--- src/rtl/uart_loader.sv ---
// -----------------------------------------------------------------------------
// uart_loader
//
// Serial boot loader. It receives an 8N1 UART byte stream and assembles
// little-endian 32-bit words. Each word is presented with its byte address
// on the CPU boot-load port. uart_over rises once the whole image is in.
//
// Image format: 4-byte little-endian word count N, then N words of 4 bytes
// each (byte 0 -> bits [7:0]). With LOADER_CHECKSUM_EN defined, one trailing
// byte follows: the XOR of all payload bytes (header excluded).
//
// Optional feature macro: LOADER_CHECKSUM_EN
//
// Parameters:
//   CLKS_PER_BIT  clock cycles per UART bit (>= 4)
//   MAX_WORDS     largest accepted image length in 32-bit words
//
// Ports:
//   clk           system clock (only clock)
//   reset         asynchronous active-low reset
//   uart_rx       serial line, idles high, asynchronous to clk
//   uart_data     last assembled word (held between writes)
//   uart_address  byte address of uart_data (held between writes)
//   uart_write    one-cycle pulse when uart_data/uart_address update
//   uart_over     image complete, sticky until reset
//   load_error    sticky framing/length/checksum error flag
// -----------------------------------------------------------------------------
module uart_loader #(
  parameter int CLKS_PER_BIT = 868,
  parameter int MAX_WORDS    = 16384
) (
  input  logic        clk,
  input  logic        reset,
  input  logic        uart_rx,
  output logic [31:0] uart_data,
  output logic [31:0] uart_address,
  output logic        uart_write,
  output logic        uart_over,
  output logic        load_error
);

  localparam int CNT_W = (CLKS_PER_BIT > 2) ? $clog2(CLKS_PER_BIT) : 1;
  localparam logic [CNT_W-1:0] HALF_LAST = CNT_W'(CLKS_PER_BIT / 2 - 1);
  localparam logic [CNT_W-1:0] BIT_LAST  = CNT_W'(CLKS_PER_BIT - 1);

  typedef enum logic [1:0] {RX_IDLE, RX_START, RX_DATA, RX_STOP} rx_state_e;
  typedef enum logic [1:0] {LD_LEN, LD_WORDS, LD_CSUM, LD_DONE} ld_state_e;

  // ---------------------------------------------------------------------------
  // Input synchronizer. Both flops reset to the idle level so that reset
  // release does not look like a start bit.
  // ---------------------------------------------------------------------------
  logic sync1_q, sync2_q, rx_prev_q;
  logic rx_s, rx_fall;

  always_ff @(posedge clk or negedge reset) begin
    if (!reset) begin
      sync1_q   <= 1'b1;
      sync2_q   <= 1'b1;
      rx_prev_q <= 1'b1;
    end else begin
      sync1_q   <= uart_rx;
      sync2_q   <= sync1_q;
      rx_prev_q <= sync2_q;
    end
  end

  assign rx_s    = sync2_q;
  assign rx_fall = rx_prev_q & ~rx_s;

  // ---------------------------------------------------------------------------
  // Receiver FSM
  // ---------------------------------------------------------------------------
  rx_state_e        rx_state_q, rx_state_d;
  logic [CNT_W-1:0] cnt_q, cnt_d;
  logic [2:0]       bit_q, bit_d;
  logic [7:0]       shift_q, shift_d;
  logic             byte_valid_q, byte_valid_d;
  logic             frame_err_q, frame_err_d;

  always_ff @(posedge clk or negedge reset) begin
    if (!reset) begin
      rx_state_q   <= RX_IDLE;
      cnt_q        <= '0;
      bit_q        <= '0;
      shift_q      <= '0;
      byte_valid_q <= 1'b0;
      frame_err_q  <= 1'b0;
    end else begin
      rx_state_q   <= rx_state_d;
      cnt_q        <= cnt_d;
      bit_q        <= bit_d;
      shift_q      <= shift_d;
      byte_valid_q <= byte_valid_d;
      frame_err_q  <= frame_err_d;
    end
  end

  always_comb begin
    rx_state_d   = rx_state_q;
    cnt_d        = cnt_q + 1'b1;
    bit_d        = bit_q;
    shift_d      = shift_q;
    byte_valid_d = 1'b0;
    frame_err_d  = 1'b0;
    unique case (rx_state_q)
      RX_IDLE: begin
        cnt_d = '0;
        if (rx_fall) rx_state_d = RX_START;
      end
      RX_START: begin
        // Half a bit after the edge we are mid start bit; high means glitch.
        if (cnt_q == HALF_LAST) begin
          cnt_d      = '0;
          bit_d      = '0;
          rx_state_d = rx_s ? RX_IDLE : RX_DATA;
        end
      end
      RX_DATA: begin
        if (cnt_q == BIT_LAST) begin
          cnt_d   = '0;
          shift_d = {rx_s, shift_q[7:1]};
          if (bit_q == 3'd7) rx_state_d = RX_STOP;
          else               bit_d      = bit_q + 3'd1;
        end
      end
      RX_STOP: begin
        if (cnt_q == BIT_LAST) begin
          rx_state_d   = RX_IDLE;
          byte_valid_d = rx_s;
          frame_err_d  = ~rx_s;
        end
      end
      default: rx_state_d = RX_IDLE;
    endcase
  end

  // ---------------------------------------------------------------------------
  // Loader FSM
  // ---------------------------------------------------------------------------
  ld_state_e   ld_state_q, ld_state_d;
  logic [1:0]  phase_q, phase_d;
  logic [31:0] asm_q, asm_d;
  logic [31:0] nwords_q, nwords_d;
  logic [31:0] widx_q, widx_d;
  logic [31:0] data_q, data_d;
  logic [31:0] addr_q, addr_d;
  logic        write_q, write_d;
  logic        over_q, over_d;
  logic        err_q, err_d;
  logic [31:0] word_next;
`ifdef LOADER_CHECKSUM_EN
  logic [7:0]  csum_q, csum_d;
`endif

  // Bytes shift in from the top so byte 0 ends up in bits [7:0].
  assign word_next = {shift_q, asm_q[31:8]};

  always_ff @(posedge clk or negedge reset) begin
    if (!reset) begin
      ld_state_q <= LD_LEN;
      phase_q    <= '0;
      asm_q      <= '0;
      nwords_q   <= '0;
      widx_q     <= '0;
      data_q     <= '0;
      addr_q     <= '0;
      write_q    <= 1'b0;
      over_q     <= 1'b0;
      err_q      <= 1'b0;
`ifdef LOADER_CHECKSUM_EN
      csum_q     <= '0;
`endif
    end else begin
      ld_state_q <= ld_state_d;
      phase_q    <= phase_d;
      asm_q      <= asm_d;
      nwords_q   <= nwords_d;
      widx_q     <= widx_d;
      data_q     <= data_d;
      addr_q     <= addr_d;
      write_q    <= write_d;
      over_q     <= over_d;
      err_q      <= err_d;
`ifdef LOADER_CHECKSUM_EN
      csum_q     <= csum_d;
`endif
    end
  end

  always_comb begin
    ld_state_d = ld_state_q;
    phase_d    = phase_q;
    asm_d      = asm_q;
    nwords_d   = nwords_q;
    widx_d     = widx_q;
    data_d     = data_q;
    addr_d     = addr_q;
    write_d    = 1'b0;
    err_d      = err_q;
    // Registered from the state so uart_over trails the last write by a cycle.
    over_d     = (ld_state_q == LD_DONE);
`ifdef LOADER_CHECKSUM_EN
    csum_d     = csum_q;
`endif
    if (frame_err_q && (ld_state_q != LD_DONE)) begin
      // Abort the image; the output registers keep their last word.
      err_d      = 1'b1;
      ld_state_d = LD_LEN;
      phase_d    = '0;
      widx_d     = '0;
    end else if (byte_valid_q) begin
      unique case (ld_state_q)
        LD_LEN: begin
          asm_d   = word_next;
          phase_d = phase_q + 2'd1;
          if (phase_q == 2'd3) begin
            if (word_next == 32'd0) begin
`ifdef LOADER_CHECKSUM_EN
              csum_d     = 8'h00;
              ld_state_d = LD_CSUM;
`else
              ld_state_d = LD_DONE;
`endif
            end else if (word_next > 32'(MAX_WORDS)) begin
              err_d = 1'b1;
            end else begin
              nwords_d   = word_next;
              widx_d     = '0;
              ld_state_d = LD_WORDS;
`ifdef LOADER_CHECKSUM_EN
              csum_d     = 8'h00;
`endif
            end
          end
        end
        LD_WORDS: begin
          asm_d   = word_next;
          phase_d = phase_q + 2'd1;
`ifdef LOADER_CHECKSUM_EN
          csum_d  = csum_q ^ shift_q;
`endif
          if (phase_q == 2'd3) begin
            write_d = 1'b1;
            data_d  = word_next;
            addr_d  = {widx_q[29:0], 2'b00};
            widx_d  = widx_q + 32'd1;
            if (widx_q == nwords_q - 32'd1) begin
`ifdef LOADER_CHECKSUM_EN
              ld_state_d = LD_CSUM;
`else
              ld_state_d = LD_DONE;
`endif
            end
          end
        end
        LD_CSUM: begin
`ifdef LOADER_CHECKSUM_EN
          if (shift_q == csum_q) begin
            ld_state_d = LD_DONE;
          end else begin
            err_d      = 1'b1;
            ld_state_d = LD_LEN;
            phase_d    = '0;
            widx_d     = '0;
            csum_d     = 8'h00;
          end
`endif
        end
        default: ;  // LD_DONE: ignore everything
      endcase
    end
  end

  assign uart_data    = data_q;
  assign uart_address = addr_q;
  assign uart_write   = write_q;
  assign uart_over    = over_q;
  assign load_error   = err_q;

endmodule

--- config.mk ---
export PLATFORM = sky130hd
export DESIGN_NAME = uart_loader
export DESIGN_NICKNAME = d
export VERILOG_FILES = /design/src/rtl/uart_loader.sv
export SDC_FILE = /design/constraint.sdc
export NUM_CORES = 1
export LEC_CHECK = 0
export ABC_AREA = 1
export CAP_MARGIN = 15
export CORE_MARGIN = 10
export CORE_UTILIZATION = 40
export DETAILED_ROUTE_END_ITERATION = 16
export PLACE_DENSITY = 0.69
export SYNTH_ARGS = -nofsm -noshare
export SYNTH_HDL_FRONTEND = slang
export SYNTH_SLANG_ARGS = --single-unit
export TNS_END_PERCENT = 5
--- constraint.sdc ---
create_clock -name clk -period 2.4 [get_ports clk]
set_input_delay 0.36 -clock clk [delete_from_list [all_inputs] [get_ports clk]]
set_output_delay 0.36 -clock clk [all_outputs]
set_load 0.005 [all_outputs]
==> flow_metrics.env <==
export IMPL_yosysWarnings=0
export IMPL_final_common_cell="nand2_1"
export IMPL_worst_hold_path_type="in2reg"
export IMPL_placementRows=55
export IMPL_num_io_pins=70
export IMPL_start_util_pct=41.0
export IMPL_path_delay_family="simple AND/OR/NAND/NOR gates"
export IMPL_leakage_nw=5.39
export IMPL_via_per_inst=4.99
export IMPL_synth_top_area_share_pct=48.7
export IMPL_cts_made_buffers=17
export IMPL_synth_xor_area_share_pct=5.15
export IMPL_critPathLaunchType="flip-flop"
export IMPL_syn_avg_cell_area_um2=8.02
export IMPL_antenna_found_initial=0
export IMPL_drive_above_1_share_pct=8.85
export IMPL_synthesis_area_um2=9360
export IMPL_cts_buffer_depth=2
export IMPL_r2r_cells=18
export IMPL_die_x_um=173
export IMPL_ir_drop_mv=0.445
export IMPL_clkTransAtPathRegs_ns=0.07
export IMPL_cellPowerDensity_nw_per_um2=574
export IMPL_crit_arrival_ns=2.48
export IMPL_drv_cap=0
export IMPL_gp_congestion=0.995
export IMPL_crit_buf_inv=3
export IMPL_tightest_slew_ns=0.646
export IMPL_synthMuxAreaShare_pct=0
export IMPL_fin_crit_ns=2.16
export IMPL_setup_viol=0
export IMPL_synth_edf_count=0
export IMPL_ys_seq_area_share_pct=49.5
export IMPL_cts_root_buf="clkbuf_16"
export IMPL_rsz0062_at_grt="false"
export IMPL_hold_depth=1
export IMPL_hold_end="sync1_q"
export IMPL_clock_skew_ns=0.0134
export IMPL_criticalPathCategory="reg2reg"
export IMPL_insertion_delay_ns=0.43
export IMPL_synth_compound_area_share_pct=9.92
export IMPL_mostFrequentLayoutCells="291 x nand2_1, 182 x dfrtp_1, 137 x inv_1"
export IMPL_synthSimpleGateAreaFrac_pct=26.5
export IMPL_cp_slowest_stage_delay_ns=0.41
export IMPL_synth_top_family_by_area="simple AND/OR/NAND/NOR gates"
export IMPL_crit_top_cell="nand2_1"
export IMPL_wl_um=23700
export IMPL_drt_initial_drc_count=637
export IMPL_cp_end_kind="flip-flop"
export IMPL_dieArea_um2=29900
export IMPL_num_vias=7814
export IMPL_routedWlPerCell_um=15.2
export IMPL_grt_pass1_vias=7427
export IMPL_slew_viol_final=0
export IMPL_die_y_um=173
export IMPL_hold_viol=0
export IMPL_grt_max_degree=124
export IMPL_fp_coreArea_um2=22800
export IMPL_cpMaxStageDelayCell="dfrtp_1"
export IMPL_relSlewSlack_pct=56.5
export IMPL_status="complete, no violations"
export IMPL_syn_to_final_growth_pct=19.0
export IMPL_path_cells="inv_2 -> ha_2 -> nand2_2 -> nor2_4 -> buf_4 -> nand2_1 -> nor2_1 -> nand2_1 -> nand2_1 -> nand2_1 -> inv_1 -> nand2_1 -> nor2_1 -> nand4_1 -> nand2_1 -> nand2_1 -> nand2_1 -> nand2_1"
export IMPL_firstDrtPassIters=5
export IMPL_cts_htree_levels=4
export IMPL_dp_hpwl_um=17600
export IMPL_worstReg2RegStart="nwords_q[0]"
export IMPL_crit_start="nwords_q[0]"
export IMPL_reg2reg_to="ld_state_q[0]"
export IMPL_post_route_drc_count=0
export IMPL_cts_sinks=185
export IMPL_setup_tns_ns=0
export IMPL_synth_fa_ha_area_share_pct=0.936
export IMPL_antennaDiodeCount=0
export IMPL_hp_start="uart_rx"
export IMPL_crit_fanout=5
export IMPL_synthArstFlopShare_pct=100
export IMPL_ys_types=46
export IMPL_grt_pass1_wl_um=39000
export IMPL_synth_top_area_cell="dfrtp_1"
export IMPL_cts_tree="built"
export IMPL_max_freq_mhz=462
export IMPL_rrSetupSlack_ns=0.24
export IMPL_syn_instance_count=1167
export IMPL_grt_usage_pct=15.8
export IMPL_fin_crit_sh_pct=90.1
export IMPL_finalNetCount=1251
export IMPL_synthTopCellsByArea="dfrtp_1 49%, nand2_1 12%, o21ai_0 6.3%, inv_1 5.5%, nor2_1 5.2%"
export IMPL_total_power_mw=6.40
export IMPL_crit_required_ns=2.72
export IMPL_overflow=0
export IMPL_port_buffers=67
export IMPL_route_antenna_remaining_nets=0
export IMPL_ys_ff_latch=185
export IMPL_ys_flop_type="dfrtp_1"
export IMPL_final_util_pct=48.8
## cell families (layout without fill, tap and decap cells)
logic type	count (synthesis)	count (layout)
buffers and inverters	187	273
flip-flops	185	185
AND/OR/NAND/NOR	560	560
adder cells (fa/ha/maj)	7	7
XOR/XNOR	55	55
AO/OA/AOI/OAI	172	172
other	1	2
## repair_timing
item	4_1_cts	5_1_grt
setup endpoints to repair	0	2
buffers inserted	0	3
hold buffers	1	0
gates resized for setup	0	13
hold endpoints to repair	53	0
## power breakdown
part	total, mW	switching, mW	internal [mW]
sequential	3.21	0.0411	3.17
clock	2.85	1.35	1.50
combinational	0.338	0.241	0.0974
## per-layer routing
| metal | global-route usage, % | vias to the layer above | share of wire, % |
|---|---|---|---|
| met5 | 0 | - | 0 |
| met4 | 4.13 | 0 | 1.3 |
| met3 | 2.85 | 24 | 5.7 |
| met2 | 25.1 | 206 | 47 |
| met1 | 21.7 | 3710 | 46 |
| li1 | - | 3874 | - |
## metrics by stage
step,instance area [µm²],worst slack (ns),hold WS [ns],instances
floorplan,9360,0.506,0.0644,1168
global placement,10400,0.136,0.347,1530
detailed placement,10400,0.118,0.349,1530
CTS,11100,0.117,0.320,1563
global route,11100,0.00867,0.339,1567
finish,11100,0.237,0.335,1567
## worst max path at each step
| stage | depth (start not counted) | slack [ns] | endpoint |
|---|---|---|---|
| final | 18 | 0.24 | ld_state_q[0] |
| after global routing | 16 | 0.009 | ld_state_q[0] |
| after CTS | 15 | 0.12 | ld_state_q[0] |
| after detailed placement | 15 | 0.12 | ld_state_q[0] |
| after global placement | 15 | 0.14 | ld_state_q[0] |
| after floorplan | 16 | 0.51 | ld_state_q[0] |
## cell usage after synthesis, types with 2 or more instances
cell	number
xnor2_1	12
dfstp_2	3
nor3_1	26
nor4_2	3
o21ai_1	19
o21ai_0	118
nand3_1	33
nor2_4	3
ha_1	7
o41ai_1	3
nand3b_1	7
nand2_4	2
o21bai_1	8
dfrtp_1	182
nand4_1	33
inv_1	137
nor4_1	7
a21oi_1	16
nor3_2	3
nand2_2	3
nor2_2	7
xor2_1	43
and2_1	2
nand2_1	293
inv_2	14
nand4_2	2
buf_4	5
nor3b_1	2
nor2_1	129
clkbuf_1	16
buf_2	13
nor3_4	2
## registers in the layout, summed over array words and instances (netlist names), 2 cells and up, named ones only
register,flops
uart_data,32
asm_q,24
ld_state_q,2
cnt_q,10
bit_q,3
widx_q,32
uart_address,30
shift_q,8
nwords_q,32
phase_q,2
## area by class of cell
type	count	area, µm²
Tap cell	313	392
Clock inverter	15	183
Inverter	152	574
Sequential cell	185	4630
Clock buffer	17	425
Fill cell	2220	11700
Timing Repair Buffer	89	908
Multi-Input combinational cell	796	4020
Note: power is estimated with default switching activity, not from simulation.
